[config.mk]
export PLATFORM = sky130hd
export DESIGN_NAME = uart_tx_mmio
export DESIGN_NICKNAME = d
export VERILOG_FILES = /design/src/rtl/uart_tx_mmio.sv
export SDC_FILE = /design/constraint.sdc
export NUM_CORES = 1
export LEC_CHECK = 0
export ABC_AREA = 1
export CAP_MARGIN = 15
export CELL_PAD_IN_SITES_DETAIL_PLACEMENT = 0
export CELL_PAD_IN_SITES_GLOBAL_PLACEMENT = 1
export CORE_UTILIZATION = 42
export DETAILED_ROUTE_END_ITERATION = 6
export PLACE_DENSITY_LB_ADDON = 0.08
export SLEW_MARGIN = 25
export SYNTH_ARGS = -nofsm -noshare
export SYNTH_HDL_FRONTEND = slang
export SYNTH_SLANG_ARGS = --single-unit
[constraint.sdc]
create_clock -name Clock -period 4.9 [get_ports Clock]
set_input_delay 0.735 -clock Clock [delete_from_list [all_inputs] [get_ports Clock]]
set_output_delay 0.735 -clock Clock [all_outputs]
set_load 0.01 [all_outputs]
[src/rtl/uart_tx_mmio.sv]
// Memory-mapped UART transmitter: CPU stores queue in a small FIFO and are sent as 8N1 frames.
// Define UART_TX_PARITY_EN to insert an even-parity bit between the data bits and the stop bit.
module uart_tx_mmio #(
    parameter int ClockFreq = 50_000_000,
    parameter int BaudRate  = 115_200,
    parameter int DepthLog2 = 3
) (
    input  logic        Clock,
    input  logic        Reset_n,
    input  logic [31:0] Addr,
    input  logic [31:0] WData,
    input  logic [3:0]  IO_trans,
    output logic [31:0] Status,
    output logic        FPGA_Sout,
    output logic        TxBusy
);

    localparam int SymbolEdge = ClockFreq / BaudRate;
    localparam int CntW       = (SymbolEdge > 1) ? $clog2(SymbolEdge) : 1;
    localparam int Depth      = 1 << DepthLog2;
    localparam logic [CntW-1:0]    CycLast    = CntW'(SymbolEdge - 1);
    localparam logic [DepthLog2:0] DepthCnt   = (DepthLog2 + 1)'(Depth);
    localparam logic [31:0]        TxDataAddr = 32'h8000_0008;
    localparam logic [31:0]        CtrlAddr   = 32'h8000_0000;

`ifdef UART_TX_PARITY_EN
    typedef enum logic [2:0] {
        IDLE = 3'd0, START = 3'd1, DATA = 3'd2, PARITY = 3'd3, STOP = 3'd4
    } state_t;

    function automatic logic even_parity(input logic [7:0] data);
        return ^data;
    endfunction
`else
    typedef enum logic [2:0] {
        IDLE = 3'd0, START = 3'd1, DATA = 3'd2, STOP = 3'd4
    } state_t;
`endif

    logic [7:0]           mem_r [Depth];
    logic [DepthLog2-1:0] wr_ptr_r, rd_ptr_r;
    logic [DepthLog2:0]   count_r;
    logic                 overflow_r;
    state_t               state_r, state_n;
    logic [CntW-1:0]      cyc_r, cyc_n;
    logic [2:0]           bit_r, bit_n;
    logic [7:0]           shift_r, shift_n;
    logic                 sout_r, sout_n;
    logic                 pop_s, push_req_s, push_s, clear_s, full_s, empty_s, sym_end_s;
    logic [7:0]           head_s;
    logic [31:0]          count_ext_s;
    logic                 unused_ok_s;
`ifdef UART_TX_PARITY_EN
    logic                 par_r;
`endif

    assign full_s      = (count_r == DepthCnt);
    assign empty_s     = (count_r == '0);
    assign push_req_s  = (Addr == TxDataAddr) && IO_trans[0];
    assign push_s      = push_req_s && !full_s;
    assign clear_s     = (Addr == CtrlAddr) && IO_trans[0];
    assign head_s      = mem_r[rd_ptr_r];
    assign sym_end_s   = (cyc_r == CycLast);
    assign count_ext_s = 32'(count_r);
    assign unused_ok_s = ^{WData[31:8], IO_trans[3:1], count_ext_s[31:4]};

    assign Status    = {25'd0, count_ext_s[3:0], overflow_r, (empty_s && (state_r == IDLE)), !full_s};
    assign TxBusy    = (state_r != IDLE) || !empty_s;
    assign FPGA_Sout = sout_r;

    // FIFO storage; emptiness is tracked by pointers/count so the array needs no reset
    always_ff @(posedge Clock) begin
        if (push_s) begin
            mem_r[wr_ptr_r] <= WData[7:0];
        end
    end

    // FIFO pointers, occupancy and the sticky overflow flag
    always_ff @(posedge Clock or negedge Reset_n) begin
        if (!Reset_n) begin
            wr_ptr_r   <= '0;
            rd_ptr_r   <= '0;
            count_r    <= '0;
            overflow_r <= 1'b0;
        end else begin
            if (push_s) wr_ptr_r <= wr_ptr_r + 1'b1;
            if (pop_s)  rd_ptr_r <= rd_ptr_r + 1'b1;
            case ({push_s, pop_s})
                2'b10:   count_r <= count_r + 1'b1;
                2'b01:   count_r <= count_r - 1'b1;
                default: count_r <= count_r;
            endcase
            // a full-FIFO store and a clear never coincide: they decode different addresses
            if (push_req_s && full_s) overflow_r <= 1'b1;
            else if (clear_s)         overflow_r <= 1'b0;
        end
    end

    // Transmit FSM state, bit timing and the registered serial line
    always_ff @(posedge Clock or negedge Reset_n) begin
        if (!Reset_n) begin
            state_r <= IDLE;
            cyc_r   <= '0;
            bit_r   <= 3'd0;
            shift_r <= 8'd0;
            sout_r  <= 1'b1;
        end else begin
            state_r <= state_n;
            cyc_r   <= cyc_n;
            bit_r   <= bit_n;
            shift_r <= shift_n;
            sout_r  <= sout_n;
        end
    end

`ifdef UART_TX_PARITY_EN
    // Parity of the byte being sent, captured as it leaves the FIFO
    always_ff @(posedge Clock or negedge Reset_n) begin
        if (!Reset_n)   par_r <= 1'b0;
        else if (pop_s) par_r <= even_parity(head_s);
        else            par_r <= par_r;
    end
`endif

    // Next-state logic; sout_n is the line level belonging to the next state
    always_comb begin
        state_n = state_r;
        cyc_n   = cyc_r;
        bit_n   = bit_r;
        shift_n = shift_r;
        sout_n  = sout_r;
        pop_s   = 1'b0;
        case (state_r)
            IDLE: begin
                sout_n = 1'b1;
                if (!empty_s) begin
                    pop_s   = 1'b1;
                    shift_n = head_s;
                    cyc_n   = '0;
                    state_n = START;
                    sout_n  = 1'b0;
                end else begin
                    state_n = IDLE;
                end
            end
            START: begin
                if (sym_end_s) begin
                    cyc_n   = '0;
                    bit_n   = 3'd0;
                    state_n = DATA;
                    sout_n  = shift_r[0];
                end else begin
                    cyc_n  = cyc_r + 1'b1;
                    sout_n = 1'b0;
                end
            end
            DATA: begin
                if (sym_end_s) begin
                    cyc_n = '0;
                    if (bit_r == 3'd7) begin
`ifdef UART_TX_PARITY_EN
                        state_n = PARITY;
                        sout_n  = par_r;
`else
                        state_n = STOP;
                        sout_n  = 1'b1;
`endif
                    end else begin
                        bit_n   = bit_r + 3'd1;
                        shift_n = {1'b0, shift_r[7:1]};
                        sout_n  = shift_r[1];
                    end
                end else begin
                    cyc_n  = cyc_r + 1'b1;
                    sout_n = shift_r[0];
                end
            end
`ifdef UART_TX_PARITY_EN
            PARITY: begin
                if (sym_end_s) begin
                    cyc_n   = '0;
                    state_n = STOP;
                    sout_n  = 1'b1;
                end else begin
                    cyc_n  = cyc_r + 1'b1;
                    sout_n = par_r;
                end
            end
`endif
            STOP: begin
                if (sym_end_s) begin
                    cyc_n = '0;
                    // chain straight into the next frame so back-to-back bytes have no gap
                    if (!empty_s) begin
                        pop_s   = 1'b1;
                        shift_n = head_s;
                        state_n = START;
                        sout_n  = 1'b0;
                    end else begin
                        state_n = IDLE;
                        sout_n  = 1'b1;
                    end
                end else begin
                    cyc_n  = cyc_r + 1'b1;
                    sout_n = 1'b1;
                end
            end
            default: begin
                state_n = IDLE;
                cyc_n   = '0;
                bit_n   = 3'd0;
                sout_n  = 1'b1;
            end
        endcase
    end

endmodule

# Word level (Yosys, flattened, before mapping)
# Memory sizes are Yosys's and may differ from the RTL's.
# Cells that the tools add are included.
[op_classes]
n_reduce_logical = 19
bitwise_logic = 1
mul = 0
n_addsub = 6
shifts = 0
n_div = 0
n_eq_ne = 16
n_mux = 32
n_lt_le_gt_ge = 0
[ops]
columns = ["cell", "count"]
rows = [
  ["== test 32 bit, second input constant", 2],
  ["2-to-1 mux 8 bit", 4],
  ["one-hot mux 8 bit (3 select lines)", 1],
  ["2-to-1 mux 3 bit", 7],
  ["2-to-1 mux 9 bit", 2],
  ["one-hot mux 9 bit (2 select lines)", 1],
  ["2-to-1 mux 1 bit", 12],
  ["!= test 2 bit, second input constant", 6],
  ["one-hot mux 3 bit (4 select lines)", 1],
  ["AND reduction 4 bit", 3],
  ["adder 3 x 1 -> 3 bit, second input constant", 3],
  ["adder 9 x 1 -> 9 bit, second input constant", 1],
  ["== test 9 bit, second input constant", 1],
  ["one-hot mux 3 bit (3 select lines)", 1],
  ["one-hot mux 4 bit (2 select lines)", 1],
  ["== test 3 bit, second input constant", 2],
  ["nonzero test 3 bit", 2],
  ["logical AND 1 bit", 5],
  ["adder 4 x 1 -> 4 bit, second input constant", 1],
  ["== test 4 bit, second input constant", 1],
  ["zero test 4 bit", 1],
  ["one-hot mux 1 bit (4 select lines)", 1],
  ["nonzero test 2 bit", 2],
  ["subtractor 4 x 1 -> 4 bit, second input constant", 1],
  ["11 further kinds", 12],
]
[word_totals]
n_memories = 1
word_cells = 84
rom_bits = 0
inputBits = 70
latchBits = 0
register_bits = 35
ramBits = 64
[mem_list]
columns = ["memory", "depth", "word_bits", "rd", "rd_clocked_by_memory_dff", "write_ports", "line", "source"]
rows = [
  ["mem_r", 8, 8, 1, 0, 1, "40", "logic [7:0] mem_r [Depth];"],
]

# Longest topological paths before layout
# Gate-level depths: netlist (run 1).
[depth]
word_depth = 6
depth_mapped = 15

# Worst setup path before layout (run 1)
# OpenSTA, ideal clock, no wires.
[synth_timing]
path_type = "in2reg"
from = "in Addr[12]"
to = "reg count_r[2]"
required_time_ps = 4772
stages = 12
path_buffers = 0
arrival_time_ps = 2272
setup_slack_ps = 2499
setup_time_ps = 128
path_cell_list = "nor2_1 > nand2_1 > nor2_1 > nand2_1 > nor2_2 > nand3_1 > ha_1 > xor2_1 > ha_1 > a21oi_1 > xor2_1 > o21ai_0"
[synth_via]
elab_chain_len = 5
elab_cells_between_ends = 7
classes_between = "eq/ne: 3; mux: 1; reduce/logical: 3"
[synth_rtl]
columns = ["element", "line", "source"]
rows = [
  ["start, declared", "10", "input logic [31:0] Addr,"],
  ["== test 32 bit (*)", "59", "assign push_req_s = (Addr == TxDataAddr) && IO_trans[0];"],
  ["logical AND 1 bit (*)", "59", ""],
  ["logical AND 1 bit (*)", "60", "assign push_s = push_req_s && !full_s;"],
  ["== test 2 x 1 -> 1 bit / == test 2 bit (equally long branches)", "88", "case ({push_s, pop_s})"],
  ["one-hot mux 4 bit (2 select lines) / nonzero test 2 bit (equally long branches)", "-", ""],
  ["end signal, assigned", "89", "2'b10: count_r <= count_r + 1'b1;"],
  ["end signal, assigned", "90", "2'b01: count_r <= count_r - 1'b1;"],
  ["end signal, assigned", "91", "default: count_r <= count_r;"],
  ["end, declared", "42", "logic [DepthLog2:0] count_r;"],
]
# Mark *: on every way between the ends. The rest lies on a longest branch, timed or not.
# A chain may end at the register's enable or synchronous reset.

# Worst setup path after layout (run 1)
[layout_timing]
from = "in Addr[20]"
to = "mem mem_r[5][6] (enable)"
[layout_via]
elab_chain_len = 5
[layout_rtl]
columns = ["element", "line", "source"]
rows = [
  ["== test 32 bit", "59", ""],
  ["logical AND 1 bit", "59", ""],
  ["logical AND 1 bit", "60", ""],
  ["2-to-1 mux 1 bit", "73", "if (push_s) begin"],
  ["2-to-1 mux 1 bit (not written as such)", "74", "mem_r[wr_ptr_r] <= WData[7:0];"],
  ["end, declared", "40", ""],
]
# No other way between the ends.

==> qor.yml, run 1 <==
synth_area_mm2: 0.00500
finish.instance_area_mm2: 0.00581
rr_worst_depth: 14
vias: 3684
clock_latency_ns: 0.35
r2r-start: "cyc_r[1]"
cts_tree: "yes"
hold_violations: 0
synth_area_leaders: "edfxtp_1, dfrtp_1, nand2_1"
power.internal_uw: 1350
post-dp-hpwl_um: 6730
ctsRootBufferMaster: "clkbuf_16"
synth.distinct_cells: 35
violations: "design-rule violations"
max_slew_margin: 0.343
yosysWarnings: 0
combPwrFrac: 0.045
layout.nets: 681
tightest_slew_ns: 0.981
skew_ns: 0.00649
gp_congestion: 0.764
layout_common_cells: "nand2_1, edfxtp_1, nand3_1, nor2_1, clkdlybuf4s50_1"
io_pins: 104
row_count: 39
path_clk_slew_ns: 0.07
min-delay-start: "shift_r[4]"
critPathArrivalTime_ns: 2.79
worstSetupEndpointType: "flip-flop"
p_leak_uw: 0.00249
required_ns: 4.87
cts_max_path_buffers: 2
min_path_type: "reg2reg"
cap_violations: 0
synth_compound_area_frac: 0.0325
syn_inst: 555
synthXorXnorAreaFrac: 0.0123
cts.hold.buffers_added: 0
syn_avg_cell_area_um2: 9.00
avgViaCountPerCell: 4.91
fin_crit_ns: 2.82
setup_viol: 0
wl_per_cell_um: 13.7
yosys.area.top_type_share: 0.385
synthSimpleGateAreaFrac: 0.290
grt_usage: 0.179
diodes: 0
cts_sinks: 99
gr-total-overflow: 0
netSwitchingFraction: 0.213
worstSetupStartpointType: "input port"
final_common_cell: "nand2_1"
chipHeight_um: 111
seqPwrFrac: 0.532
status: "finished, violations left"
place_inst: 734
hold_end: "shift_r[4]"
ir_drop_mv: 0.203
slew_violations: 0
drive_above_1_share: 0.0791
numCtsBuffers: 9
cp_max_fo: 8
rsz0062_at_grt: "no"
pwr-share-clk: 0.423
ys_seq_elements: 99
reg2reg_slack_ns: 2.52
rr_endpoint: "count_r[2]"
drt_iter0_drc: 320
grt_start_max_net_pins: 36
cts_resized: 0
fmax_ghz: 0.354
crit_type: "in2reg"
final_cells: 750
core-area_mm2: 0.0115
drc: 12
area_delta_synth_final_pct: 16.3
drtPass1Iterations: 7
hold_depth: 2
power.switching_uw: 364
wirelength_um: 10300
synth_top_cell_by_area: "edfxtp_1"
timing.final.crit_share: 0.576
ys_seq_area_frac: 0.560
grt_pass1_vias: 3416
synth_top_family_by_area: "simple AND/OR/NAND/NOR gates"
antenna_left: 0
grt_first_pass_wirelength_um: 17000
die_area_mm2: 0.0123
power_density_mw_per_mm2: 294
placed_area_mm2: 0.00550
finalSetupTns_ns: 0
portBuffers: 51
start_util: 0.434
synth.mux.area_fraction: 0
cts_setup_buffers: 0
cts_htree_levels: 3
die_w_um: 111
synth_adder_area_share: 0.0225
antenna_found_initial: 0
[through the flow]
step	hold WS, ns	power (µW)	setup WS [ns]	util
after floorplan	0.439	968	2.50	-
after global placement	0.463	1000	1.64	0.478
after detailed placement	0.466	1010	1.64	0.478
final	0.482	1710	2.08	0.505
after global routing	0.503	1770	1.82	0.505
after CTS	0.484	1730	1.99	0.504
[routing by layer]
layer  wire [µm]  track usage  up-vias
met1        4780        0.229     1727
met3         435       0.0487        5
met4          82       0.0577        0
met5           0            0        -
li1            -            -     1869
met2        4990        0.296       83
[state kept, by name, summed over array words and instances, names as in the netlist]
name	flops
mem_r	64
count_r	4
overflow_r	1
wr_ptr_r	3
cyc_r	9
FPGA_Sout	1
shift_r	8
bit_r	3
rd_ptr_r	3
state_r	3
[worst max-delay path: stages]
cell	delay [ns]
clkdlybuf4s50_1	0.42
nor2_1	0.11
nand2_1	0.05
nor2_1	0.12
nand2_1	0.07
nor2_2	0.23
nand4_1	0.24
nor2_1	0.81
[worst max path at each step]
stage	from	cells after the start	slack (ns)	endpoint
after floorplan	Addr[12]	12	2.50	count_r[2]
after global routing	Addr[22]	8	1.82	mem_r[5][0]
final	Addr[20]	8	2.08	mem_r[5][6]
after global placement	Addr[20]	8	1.64	mem_r[7][1]
after detailed placement	Addr[1]	8	1.64	mem_r[6][1]
after CTS	Addr[20]	8	1.99	mem_r[6][3]
[power by group through the flow]
stage / clock network (µW) / registers (µW) / logic (µW)
2_1_floorplan: 0 / 926 / 41.3
6_report: 723 / 910 / 76.7
3_3_place_gp: 0 / 927 / 75.9
3_5_place_dp: 0 / 928 / 77.6
4_1_cts: 742 / 910 / 77.8
5_1_grt: 773 / 912 / 87.2
[Yosys cell counts]
cell,count
o21ai_0,10
nor2_4,2
clkbuf_1,3
nor2_2,2
a21oi_2,3
inv_2,7
ha_1,9
clkinv_2,1
buf_4,30
dfrtp_1,34
buf_6,1
nor2_1,60
nand4_1,8
conb_1,1
or2_2,1
nor3_4,1
o22ai_1,2
nand2_1,189
nand3b_1,1
nor3_1,1
nand3_4,1
nand3_1,61
xor2_1,6
o21ai_1,9
nand2_4,1
xnor2_1,1
nand2_2,3
nand3_2,4
o21ai_2,1
buf_2,6
a21oi_1,4
dfstp_2,1
inv_1,26
edfxtp_1,64
clkinv_1,1
[final cells by class]
type                            instances  area, µm²
Fill cell                            1094       5700
Clock inverter                          7       80.1
Inverter                               35        133
Clock buffer                            9        225
Multi-Input combinational cell        405       1880
Sequential cell                        99       2800
Timing Repair Buffer                   52        513
Tap cell                              143        179
[cells by family after synthesis]
| family | count (synthesis) |
|---|---|
| and+or+nand+nor | 335 |
| DFF | 99 |
| buffers and inverters | 75 |
| AOI/OAI and AO/OA | 29 |
| adders and majority gates | 9 |
| xor gates and xnor gates | 7 |
| other | 1 |
(Power assumes the default switching activity.)
==> run 2, diff against run 1 <==
--- a/config.mk
+++ b/config.mk
@@ -9,7 +9,7 @@
 export CAP_MARGIN = 15
 export CELL_PAD_IN_SITES_DETAIL_PLACEMENT = 0
 export CELL_PAD_IN_SITES_GLOBAL_PLACEMENT = 1
-export CORE_UTILIZATION = 42
+export CORE_UTILIZATION = 35
 export DETAILED_ROUTE_END_ITERATION = 6
 export PLACE_DENSITY_LB_ADDON = 0.08
 export SLEW_MARGIN = 25
==> constraint.sdc (replaced) <==
create_clock -name Clock -period 2.45 [get_ports Clock]
set_input_delay 0.3675 -clock Clock [delete_from_list [all_inputs] [get_ports Clock]]
set_output_delay 0.3675 -clock Clock [all_outputs]
set_load 0.01 [all_outputs]
==> run 2 against run 1 <==
Against the previous run:
- the flow now finishes without violations
- die area is 20% higher
- clock skew hardly changed
- routed wire length is 4.7% higher
- non-clock buffer count is 29 higher
- clock-buffer cell count stayed put
- first-iteration DRC count is 21% lower
- final area is 4.7% higher
- critical endpoint is now Status[1]
- largest power group unchanged
==> qor.yml, run 2 (synthesis gave the netlist of run 1 again) <==
p_leak_uw: 0.00262
cts_htree_levels: 3
vias: 3761
status: "completed"
cts.hold.buffers_added: 0
cap_violations: 0
critPathArrivalTime_ns: 1.93
diodes: 0
avgViaCountPerCell: 4.61
netSwitchingFraction: 0.229
gr-total-overflow: 0
multi_input_area_mm2: 0.00190
max_slew_margin: 0.440
start_util: 0.360
reg_top3: "mem_r: 64 flops, cyc_r: 9 flops, shift_r: 8 flops"
pre_cts_slack_ns: -0.0902
layout_common_cells: "nand2_1, edfxtp_1, nand3_1, nor2_1, clkdlybuf4s50_1"
power_density_mw_per_mm2: 556
nFillCells: 1398
chipHeight_um: 121
grt_usage: 0.163
post-dp-hpwl_um: 7160
pwr-share-clk: 0.415
cts_sinks: 99
drtPass1Iterations: 4
path_clk_slew_ns: 0.07
required_ns: 2.08
core-area_mm2: 0.0139
rr_worst_depth: 14
combPwrFrac: 0.048
slew_violations: 0
rsz0062_at_grt: "no"
final_common_cell: "nand2_1"
drive_above_1_share: 0.119
io_pins: 104
ir_drop_mv: 0.393
seqPwrFrac: 0.538
crit_type: "reg2out"
wirelength_um: 10800
grt_start_max_net_pins: 36
dr.max_layer_used: "met4"
fmax_ghz: 0.435
regMostFlops: "mem_r"
portBuffers: 51
min_path_type: "in2async"
finalSetupTns_ns: 0
timing.final.crit_share: 0.938
worstSetupStartpointType: "flip-flop"
die_w_um: 121
wl_per_cell_um: 13.2
grt_pass1_vias: 3606
met2_length_um: 5160
clock_latency_ns: 0.36
setup_slack_ns: 0.153
cts_max_path_buffers: 2
tightest_slew_ns: 0.840
skew_ns: 0.00659
setup_viol: 0
numCtsBuffers: 9
drt_iter0_drc: 252
power.switching_uw: 776
seq_area_mm2: 0.00280
layout.nets: 710
ctsRootBufferMaster: "clkbuf_16"
hold_violations: 0
row_count: 43
grt_first_pass_wirelength_um: 17800
power.internal_uw: 2610
drc: 0
routed-wl-met3_um: 409
largest_reg_flops: 64
gp_congestion: 0.771
antenna_left: 0
antenna_found_initial: 0
die_area_mm2: 0.0148
fin_crit_ns: 2.30
cp_max_fo: 5
met1Wirelength_um: 5010
worstSetupEndpointType: "primary output"
area_delta_synth_final_pct: 21.7
cts_tree: "yes"
run 2: critical path, stage by stage (launching register included):
cell             delay, ns
dfrtp_1               0.47
nor2_4                0.17
nand2_2               0.12
nor3_4                0.23
clkdlybuf4s50_1       0.59
run 2: final timing paths:
path	slack, ns	start	end
worst max-delay path	0.15	count_r[1]	Status[1]
worst min-delay path	0.11	Reset_n	shift_r[2]
worst max register to register	0.22	cyc_r[1]	count_r[2]
worst min register to register	0.48	shift_r[6]	shift_r[6]
max in group asynchronous	1.81	Reset_n	cyc_r[3]
min in group Clock	0.48	shift_r[6]	shift_r[6]
run 2: per-layer routing:
layer  track usage  up-vias
li1              -     1925
met1         0.208     1755
met2         0.264       68
met3        0.0352       13
met4        0.0694        0
met5             0        -
run 2: timing repair:
action	CTS	global route
setup buffers	0	0
resized for setup	0	4
endpoints found under the setup margin	0	2
run 2: layout make-up:
type | instances | area share
flip-flops and latches | 99 | 0.460
clock buffers | 9 | 0.0370
inverters | 35 | 0.0222
well taps | 180 | 0.0370
repair buffers | 81 | 0.120
clock inverters | 7 | 0.0115
multi-input cells | 405 | 0.312
run 2: power groups by stage:
stage | clock [µW] | sequential [µW] | combinational (µW)
after detailed placement | 0 | 1850 | 164
final | 1400 | 1820 | 161
after CTS | 1450 | 1820 | 164
after global routing | 1510 | 1820 | 185
after global placement | 0 | 1850 | 160
after floorplan | 0 | 1850 | 82.6
run 2: stage by stage:
stage / hold slack, ns / power [µW] / std cells / utilization / area (µm²)
4_1_cts: 0.147 / 3430 / 816 / 0.437 / 6060
5_1_grt: 0.178 / 3510 / 816 / 0.438 / 6080
6_report: 0.109 / 3380 / 816 / 0.438 / 6080
2_1_floorplan: 0.0719 / 1940 / 579 / - / 5090
3_5_place_dp: 0.468 / 2020 / 800 / 0.415 / 5770
3_3_place_gp: 0.462 / 2010 / 800 / 0.415 / 5770
